<file path="src/rtl/funit_pkg.sv">
// Shared definitions for the function unit: opcodes, FSM states, datapath default and flag bit positions.
package funit_pkg;

  localparam int WIDTH_DEF = 8;

  localparam logic [3:0] OP_MOVA = 4'b0000;
  localparam logic [3:0] OP_INC  = 4'b0001;
  localparam logic [3:0] OP_ADD  = 4'b0010;
  localparam logic [3:0] OP_SUB  = 4'b0011;
  localparam logic [3:0] OP_AND  = 4'b0100;
  localparam logic [3:0] OP_OR   = 4'b0101;
  localparam logic [3:0] OP_XOR  = 4'b0110;
  localparam logic [3:0] OP_NOT  = 4'b0111;
  localparam logic [3:0] OP_SHR  = 4'b1000;
  localparam logic [3:0] OP_SHL  = 4'b1001;
  localparam logic [3:0] OP_MUL  = 4'b1010;

  typedef enum logic [1:0] {
    IDLE  = 2'd0,
    SHIFT = 2'd1,
    MUL   = 2'd2,
    WB    = 2'd3
  } state_e;

  // Positions inside the {V,C,N,Z} flag vector
  localparam int FLAG_Z = 0;
  localparam int FLAG_N = 1;
  localparam int FLAG_C = 2;
  localparam int FLAG_V = 3;

  function automatic logic isReserved(input logic [3:0] opCode);
    return (opCode > OP_MUL);
  endfunction

  function automatic logic isShift(input logic [3:0] opCode);
    return (opCode == OP_SHR) || (opCode == OP_SHL);
  endfunction

endpackage

</file>
<file path="src/rtl/funit_alu.sv">
// Combinational single-cycle operation block for the function unit.
// Iterative ops (shift, multiply) pass A through; the parent sequences them.
module funit_alu
  import funit_pkg::*;
#(
  parameter int WIDTH = WIDTH_DEF
) (
  input  logic [3:0]       op_i,
  input  logic [WIDTH-1:0] a_i,
  input  logic [WIDTH-1:0] b_i,
  output logic [WIDTH-1:0] result_o,
  output logic             carry_o,
  output logic             overflow_o
);

  logic [WIDTH-1:0] addB;
  logic             addCin;
  logic [WIDTH:0]   sum;
  logic             sumOvf;

  // INC and SUB reuse the adder: INC adds 0 with carry-in, SUB adds ~B with carry-in,
  // so the carry out of SUB is naturally the no-borrow indication.
  always_comb begin
    addB   = b_i;
    addCin = 1'b0;
    if (op_i == OP_INC) begin
      addB   = '0;
      addCin = 1'b1;
    end else if (op_i == OP_SUB) begin
      addB   = ~b_i;
      addCin = 1'b1;
    end
    sum    = {1'b0, a_i} + {1'b0, addB} + {{WIDTH{1'b0}}, addCin};
    sumOvf = (a_i[WIDTH-1] == addB[WIDTH-1]) && (sum[WIDTH-1] != a_i[WIDTH-1]);
  end

  always_comb begin
    result_o   = '0;
    carry_o    = 1'b0;
    overflow_o = 1'b0;
    case (op_i)
      OP_MOVA: result_o = a_i;
      OP_INC, OP_ADD, OP_SUB: begin
        result_o   = sum[WIDTH-1:0];
        carry_o    = sum[WIDTH];
        overflow_o = sumOvf;
      end
      OP_AND:  result_o = a_i & b_i;
      OP_OR:   result_o = a_i | b_i;
      OP_XOR:  result_o = a_i ^ b_i;
      OP_NOT:  result_o = ~a_i;
      OP_SHR, OP_SHL, OP_MUL: result_o = a_i;
      default: result_o = '0;
    endcase
  end

endmodule

</file>
<file path="src/rtl/function_unit.sv">
// Multi-cycle function unit feeding the register file write port (LD/DR/D_out).
// Optional {V,C,N,Z} flags output is built only when FUNIT_FLAGS_EN is defined.
module function_unit
  import funit_pkg::*;
#(
  parameter int WIDTH      = WIDTH_DEF,
  parameter int MUL_CYCLES = WIDTH
) (
  input  logic             CLK,
  input  logic             RESET,
  input  logic             start,
  input  logic [3:0]       op,
  input  logic [WIDTH-1:0] A,
  input  logic [WIDTH-1:0] B,
  input  logic [2:0]       dr_in,
  output logic             busy,
  output logic             done,
  output logic             LD,
  output logic [2:0]       DR,
  output logic [WIDTH-1:0] D_out
`ifdef FUNIT_FLAGS_EN
  ,
  output logic [3:0]       flags
`endif
);

  localparam int CW = $clog2(MUL_CYCLES + 1);

  state_e           state_q, state_d;
  logic [3:0]       op_q, op_d;
  logic [WIDTH-1:0] mcand_q, mcand_d;
  logic [WIDTH-1:0] mplier_q, mplier_d;
  logic [WIDTH-1:0] acc_q, acc_d;
  logic [CW-1:0]    cnt_q, cnt_d;
  logic [2:0]       drCap_q, drCap_d;
  logic [WIDTH-1:0] dout_q, dout_d;
  logic [2:0]       drOut_q, drOut_d;

  logic [WIDTH-1:0] aluRes;
  logic             aluC;
  logic             aluV;
  logic [WIDTH-1:0] shifted;
  logic             shiftOut;
  logic [WIDTH-1:0] accNext;

`ifdef FUNIT_FLAGS_EN
  logic [3:0] flags_q, flags_d;

  function automatic logic [3:0] mkFlags(input logic [WIDTH-1:0] res, input logic c,
                                         input logic v);
    logic [3:0] f;
    f         = '0;
    f[FLAG_Z] = (res == '0);
    f[FLAG_N] = res[WIDTH-1];
    f[FLAG_C] = c;
    f[FLAG_V] = v;
    return f;
  endfunction
`endif

  funit_alu #(.WIDTH(WIDTH)) u_alu (
    .op_i       (op),
    .a_i        (A),
    .b_i        (B),
    .result_o   (aluRes),
    .carry_o    (aluC),
    .overflow_o (aluV)
  );

  // One step of the shifter and of the shift-add multiplier, from the working registers
  always_comb begin
    if (op_q == OP_SHL) begin
      shifted  = {mcand_q[WIDTH-2:0], 1'b0};
      shiftOut = mcand_q[WIDTH-1];
    end else begin
      shifted  = {1'b0, mcand_q[WIDTH-1:1]};
      shiftOut = mcand_q[0];
    end
    accNext = acc_q + (mplier_q[0] ? mcand_q : '0);
  end

  // Next-state logic: IDLE and WB both accept, which gives back-to-back issue from WB.
  // Results and DR are only loaded on the transition into WB so they hold elsewhere.
  always_comb begin
    state_d  = state_q;
    op_d     = op_q;
    mcand_d  = mcand_q;
    mplier_d = mplier_q;
    acc_d    = acc_q;
    cnt_d    = cnt_q;
    drCap_d  = drCap_q;
    dout_d   = dout_q;
    drOut_d  = drOut_q;
`ifdef FUNIT_FLAGS_EN
    flags_d  = flags_q;
`endif
    case (state_q)
      SHIFT: begin
        mcand_d = shifted;
        cnt_d   = cnt_q - 1'b1;
        if (cnt_q == CW'(1)) begin
          state_d = WB;
          dout_d  = shifted;
          drOut_d = drCap_q;
`ifdef FUNIT_FLAGS_EN
          flags_d = mkFlags(shifted, shiftOut, 1'b0);
`endif
        end
      end
      MUL: begin
        acc_d    = accNext;
        mcand_d  = {mcand_q[WIDTH-2:0], 1'b0};
        mplier_d = {1'b0, mplier_q[WIDTH-1:1]};
        cnt_d    = cnt_q - 1'b1;
        if (cnt_q == CW'(1)) begin
          state_d = WB;
          dout_d  = accNext;
          drOut_d = drCap_q;
`ifdef FUNIT_FLAGS_EN
          flags_d = mkFlags(accNext, 1'b0, 1'b0);
`endif
        end
      end
      default: begin
        state_d = IDLE;
        if (start) begin
          op_d     = op;
          mcand_d  = A;
          mplier_d = B;
          drCap_d  = dr_in;
          if (isShift(op) && (B[2:0] != 3'd0)) begin
            state_d = SHIFT;
            cnt_d   = {{(CW-3){1'b0}}, B[2:0]};
          end else if (op == OP_MUL) begin
            state_d = MUL;
            acc_d   = '0;
            cnt_d   = CW'(MUL_CYCLES);
          end else begin
            state_d = WB;
            dout_d  = aluRes;
            drOut_d = dr_in;
`ifdef FUNIT_FLAGS_EN
            flags_d = mkFlags(aluRes, aluC, aluV);
`endif
          end
        end
      end
    endcase
  end

  always_ff @(posedge CLK or posedge RESET) begin
    if (RESET) begin
      state_q  <= IDLE;
      op_q     <= '0;
      mcand_q  <= '0;
      mplier_q <= '0;
      acc_q    <= '0;
      cnt_q    <= '0;
      drCap_q  <= '0;
      dout_q   <= '0;
      drOut_q  <= '0;
`ifdef FUNIT_FLAGS_EN
      flags_q  <= '0;
`endif
    end else begin
      state_q  <= state_d;
      op_q     <= op_d;
      mcand_q  <= mcand_d;
      mplier_q <= mplier_d;
      acc_q    <= acc_d;
      cnt_q    <= cnt_d;
      drCap_q  <= drCap_d;
      dout_q   <= dout_d;
      drOut_q  <= drOut_d;
`ifdef FUNIT_FLAGS_EN
      flags_q  <= flags_d;
`endif
    end
  end

  // Reserved opcodes still complete (done) but never write the register file
  assign busy  = (state_q == SHIFT) || (state_q == MUL);
  assign done  = (state_q == WB);
  assign LD    = (state_q == WB) && !isReserved(op_q);
  assign DR    = drOut_q;
  assign D_out = dout_q;
`ifdef FUNIT_FLAGS_EN
  assign flags = flags_q;
`endif

endmodule

</file>
<file path="config.mk">
export PLATFORM = sky130hd
export DESIGN_NAME = function_unit
export DESIGN_NICKNAME = d
export VERILOG_FILES = /design/src/rtl/funit_pkg.sv /design/src/rtl/funit_alu.sv /design/src/rtl/function_unit.sv
export SDC_FILE = /design/constraint.sdc
export NUM_CORES = 1
export LEC_CHECK = 0
export BUFFER_PORTS_ARGS = -buffer_cell sky130_fd_sc_hd__buf_2
export CORE_MARGIN = 5
export CORE_UTILIZATION = 60
export DETAILED_ROUTE_END_ITERATION = 12
export PLACE_DENSITY = 0.92
export SLEW_MARGIN = 15
export SYNTH_ARGS = -nofsm -noshare
export SYNTH_HDL_FRONTEND = slang
export SYNTH_SLANG_ARGS = --single-unit
export TNS_END_PERCENT = 30
</file>
<file path="constraint.sdc">
create_clock -name CLK -period 3.4 [get_ports CLK]
set_clock_uncertainty 0.2 [all_clocks]
set_input_delay 0.68 -clock CLK [delete_from_list [all_inputs] [get_ports CLK]]
set_output_delay 0.68 -clock CLK [all_outputs]
set_load 0.02 [all_outputs]
</file>
Word-level counts from Yosys, hierarchy flattened
Index checks and enable logic that the tools add are counted.

operators by class
  div/mod/pow operators = 0
  muxes and demuxes = 35
  bitwise gates (word level) = 7
  add/sub/neg operators = 4
  $mul = 0
  magnitude comparators = 1
  equal/unequal tests = 23
  shifts and indexed selects = 0
  reductions and logical operators = 21

operators with widths
  kind                  count
  $mux W8               14
  $pmux W8 S2           4
  $pmux W8 S6           1
  $add A8 B8 Y8         2
  $eq A4 B3 Y1 const B  4
  $eq A4 B4 Y1 const B  4
  $mux W4               4
  $not A8 Y8            2
  $mux W3               5
  $reduce_bool A3 Y1    3
  $add A8 B1 Y8         1
  $and A8 B8 Y8         1
  $eq A4 B1 Y1 const B  2
  $eq A4 B2 Y1 const B  2
  $mux W2               4
  $ne A2 B2 Y1 const B  4
  $or A8 B8 Y8          1
  $reduce_and A4 Y1     2
  $xor A8 B8 Y8         1
  $ne A3 B1 Y1 const B  2
  $reduce_and A2 Y1     3
  $reduce_bool A2 Y1    3
  $reduce_and A5 Y1     1
  $eq A2 B2 Y1 const B  2
  13 further kinds      19

word-level totals
  output and inout port bits = 14
  memories = 0
  flip-flop bits (word level) = 48
  bits in writable memories = 0
  bits in read-only memories = 0
  input bits = 26
  latch bits = 0

Longest topological paths before layout
  depth after elaboration = 10
  gate-level depth with buffers = 12
  mapped depth without buffers = 12

Cells and area by module
Synthesis repeated with hierarchy kept, for this count alone.

unflattened totals
  cells, all modules = 463
  area, all modules = 4116.4 µm²

modules (own cells, without submodules)
  module         sequential area each (µm²)  instances  area an instance (µm²)  cells an instance
  function_unit  1201.2                      1          2990.4                  316
  funit_alu      0.0                         1          1126.1                  147

Least setup slack after synthesis
OpenSTA, ideal clock, no wires.

  path kind = input port to flip-flop
  from = input port op[1]
  to = register dout_q[4], in the netlist D_out[4]
  arrival time = 2.991 ns
  slack = 0.090 ns
  path buffers = 2
  cell stages on the path = 12
  cells stage by stage = buf_2 -> buf_6 -> nand4bb_4 -> o21ai_0 -> fa_1 -> fa_1 -> a21o_1 -> a21oi_1 -> xnor2_1 -> a221oi_1 -> o221ai_1 -> o21a_1

on the way
  cells in the longest elaborated chain, start to end = 10
  elaborated cells between the ends (all ways) = 29
  those cells by class = add/sub: 2; eq/ne: 12; mux: 9; reduce/logical: 6

ends and longest elaborated chain
  item                  RTL line                          RTL
  from (decl)           function_unit.sv:12               input logic [3:0] op,
  $eq A4 B2 Y1          funit_alu.sv:29, funit_alu.sv:41
  $mux W8               funit_alu.sv:29                   end else if (op_i == OP_SUB) begin
  $mux W8               funit_alu.sv:26                   if (op_i == OP_INC) begin
  $add A8 B8 Y8         funit_alu.sv:33                   sum = {1'b0, a_i} + {1'b0, addB} + {{WIDTH{1'b0}}, addCin};
  $add A8 B1 Y8         funit_alu.sv:33
  $pmux W8 S6           funit_alu.sv:41                   case (op_i)
  $mux W8               function_unit.sv:134              end else if (op == OP_MUL) begin
  $mux W8               function_unit.sv:131              if (isShift(op) && (B[2:0] != 3'd0)) begin
  $mux W8               function_unit.sv:126              if (start) begin
  $pmux W8 S2           function_unit.sv:97               case (state_q)
  to (signal assigned)  function_unit.sv:173              dout_q <= dout_d;
  to (decl)             function_unit.sv:36               logic [WIDTH-1:0] dout_q, dout_d;

Parallel ways exist; a longest one is shown, timed or not. The select of a mux whose other input is x is not followed.
A chain may end at the register's enable or synchronous reset.

Worst setup path after layout
  from = input port op[3]
  to = register dout_q[6], in the netlist D_out[6]

The elaborated chain is that of the path after synthesis.

==> out/metrics.yaml <==
worstPathCellList: "buf_2 > nor2_1 > nand2_1 > nand2_1 > o21ai_0 > fa_1 > fa_1 > a211oi_1 > o21bai_1 > a21oi_1 > or4b_1 > o2111ai_1 > mux2_2"
synth_top_family_by_area: "compound AO/OA/AOI/OAI gates"
wl_um: 10100
period_share_pct: 93.5
cts_resized: 0
grt_pass1_wl_um: 16800
fin_nets: 538
syn-num-nets: 499
wl_per_cell_um: 18.2
yosysWarnings: 0
die_y_um: 91.8
synthTopCellsByArea: "dfrtp_1 (30%), ha_1 (11%), nand2_1 (4.6%), o21ai_0 (4.5%), mux4_2 (3.9%)"
cts_hold_buf: 0
synthArstFlopShare_pct: 100
drtAntennaViolNets: 0
leakage_nw: 2.04
clk_latency_ns: 0.31
clock-sinks: 48
synth_xor_area_share_pct: 2.84
power_frac_clock_pct: 10.3
rsz0062_at_grt: "no"
numCtsBuffers: 5
powerDensity_nw_per_um2: 811
yosysMostFrequentCell: "nand2_1"
power.internal_mw: 1.88
post-cts-setup-buffers: 0
coreArea_sq_um: 6420
dieArea_sq_um: 8430
die-width_um: 91.8
synth_seq_area_share_pct: 29.9
status: "completed"
slew_violations: 0
synthMuxAreaShare_pct: 9.54
register_area_sq_um: 1200
critPathCaptureType: "flop"
netlist_instances: 436
io_buffers: 39
peakVddDrop_v: 0.000475
grt-ovfl-total: 0
cp_slowest_cell: "fa_1"
drt_iter0_drc: 263
max_cap_violations: 0
ys_types: 65
min_period_ns: 3.18
synth_ff_type: "dfrtp_1"
tightest_slew_ns: 1.02
crit_buf_inv: 1
p_comb_share_pct: 59.0
crit_type: "in -> reg"
pin_count: 40
antenna_found_initial: 0
grt_max_degree: 49
syn_area_sq_um: 4020
setup_tns_ns: 0
synth_top_area_share_pct: 29.9
synthSimpleGateAreaFrac_pct: 14.8
fmax_mhz: 315
hold_slack_ns: 0.290
syn_avg_cell_area_sq_um: 9.21
diodes: 0
drt_pass1_iterations: 6
drive_gt1_share_pct: 20.8
tritoncts: "built"
path_clk_slew_ns: 0.08
dpl.hpwl_um: 7600
yosys-top-cells-count: "nand2_1 (49), dfrtp_1 (48), o21ai_0 (36)"
areaGrowthSynthToFinish_pct: 9.47
clock_path_buffers: 2
p_seq_share_pct: 30.7
fillers: 489
synth_compound_area_share_pct: 24.2
worstPathMaxFanout: 3
grt_usage_pct: 24.4
grt_pass1_vias: 3516
ctsRootBufferMaster: "clkbuf_8"
drc_errors: 0
viasPerCell: 6.48
slowest_delay_ns: 0.46
yosys.area_share.adder_pct: 12.1
cp.arrival_ns: 3.17
cp_top_family: "adder cells"
required_ns: 3.39
gp_congestion: 0.947
switchingPower_mw: 1.68
synth_area_leader_cell: "dfrtp_1"
finalPower_mw: 3.56
final_hold_viol_count: 0
htree_levels: 2
multi_input_area_sq_um: 2560
hold_class: "reg -> reg"
cp-start-kind: "input port"
synth-seq-cells: 48
setup_viol: 0
rows: 29
synth_edf_count: 0
vias: 3584
start_util_pct: 62.5
switching_share_pct: 47.2
slew_headroom_pct: 31.9
[power by group through the flow]
stage	registers [mW]	logic, mW	clock network (mW)
finish	1.09	2.10	0.366
global route	1.13	2.32	0.393
CTS	1.08	2.08	0.368
detailed placement	1.09	2.06	0
global placement	1.07	1.96	0
floorplan	1.10	1.53	0
[worst reg2reg max path, delay by kind of cell, from the launching register on]
family / cells / cell delay, ns
flops: 1 / 0.49
compound gates: 4 / 0.98
fa+ha+maj: 2 / 0.62
simple gates: 1 / 0.19
mux: 2 / 0.41
[kinds of logic after synthesis]
group / after synthesis
AND/OR/NAND/NOR: 111
multiplexers: 28
buffers and inverters: 56
adder cells (fa/ha/maj): 37
XOR/XNOR: 13
flip-flops: 48
AO/OA/AOI/OAI: 143
[routing by layer]
metal | routed length (um) | vias to the layer above | track usage (%)
met5 | 0 | - | 0
met4 | 263 | 0 | 9.90
met3 | 694 | 33 | 3.44
met2 | 5080 | 161 | 42.8
met1 | 4050 | 1733 | 30.3
li1 | - | 1657 | -
[per-stage QoR]
step           instance area (sq um)  utilization (%)  instances  setup slack [ns]
2_1_floorplan                   4020                -        436            0.0903
3_3_place_gp                    4290             66.8        545            0.0390
3_5_place_dp                    4290             66.8        545           -0.0368
4_1_cts                         4390             68.4        553             0.273
5_1_grt                         4400             68.4        553            0.0208
6_report                        4400             68.4        553             0.221
[sequential cells by signal (all words and copies together), names as in the netlist]
| name | cells |
|---|---|
| D_out | 8 |
| DR | 3 |
| op_q | 4 |
| mcand_q | 8 |
| mplier_q | 8 |
| state_q | 2 |
| acc_q | 8 |
| drCap_q | 3 |
| cnt_q | 4 |
[cells in the final DEF (no fill, tap or decap), drive strengths merged, types with 3 or more instances in the layout]
master  instances
a211o           3
a211oi          5
a21boi          3
a21o            6
a21oi          29
a221o           3
a22o            3
a22oi           4
a31oi           7
a32o            3
and2           10
and3            3
buf            55
clkbuf          6
dfrtp          48
fa              3
ha             34
inv            33
mux2           12
mux2i           9
mux4            7
nand2          49
nor2           16
nor2b           7
nor3            6
nor3b           5
o21a            7
o21ai          46
o21bai          3
o221ai          6
or2             3
xnor2           8
xor2            5
[area by class of cell]
cell class              count  area share [%]
clock buffers               6            1.88
repair buffers             55            7.17
multi-input cells         332            58.3
clock inverters             2           0.342
flip-flops and latches     48            27.3
inverters                  33            2.82
well taps                  77            2.19
[worst paths after layout]
kind	from	to	slack, ns	cells after the start
setup / recovery	op[3]	D_out[6]	0.22	13
hold / removal	mplier_q[6]	mplier_q[6]	0.29	2
setup reg to reg	mplier_q[0]	D_out[6]	0.41	9
hold reg to reg	mplier_q[6]	mplier_q[6]	0.29	2
max in group asynchronous	RESET	mcand_q[6]	1.96	2
min in group asynchronous	RESET	DR[1]	0.40	2
Power figures use the tool's default switching activity.
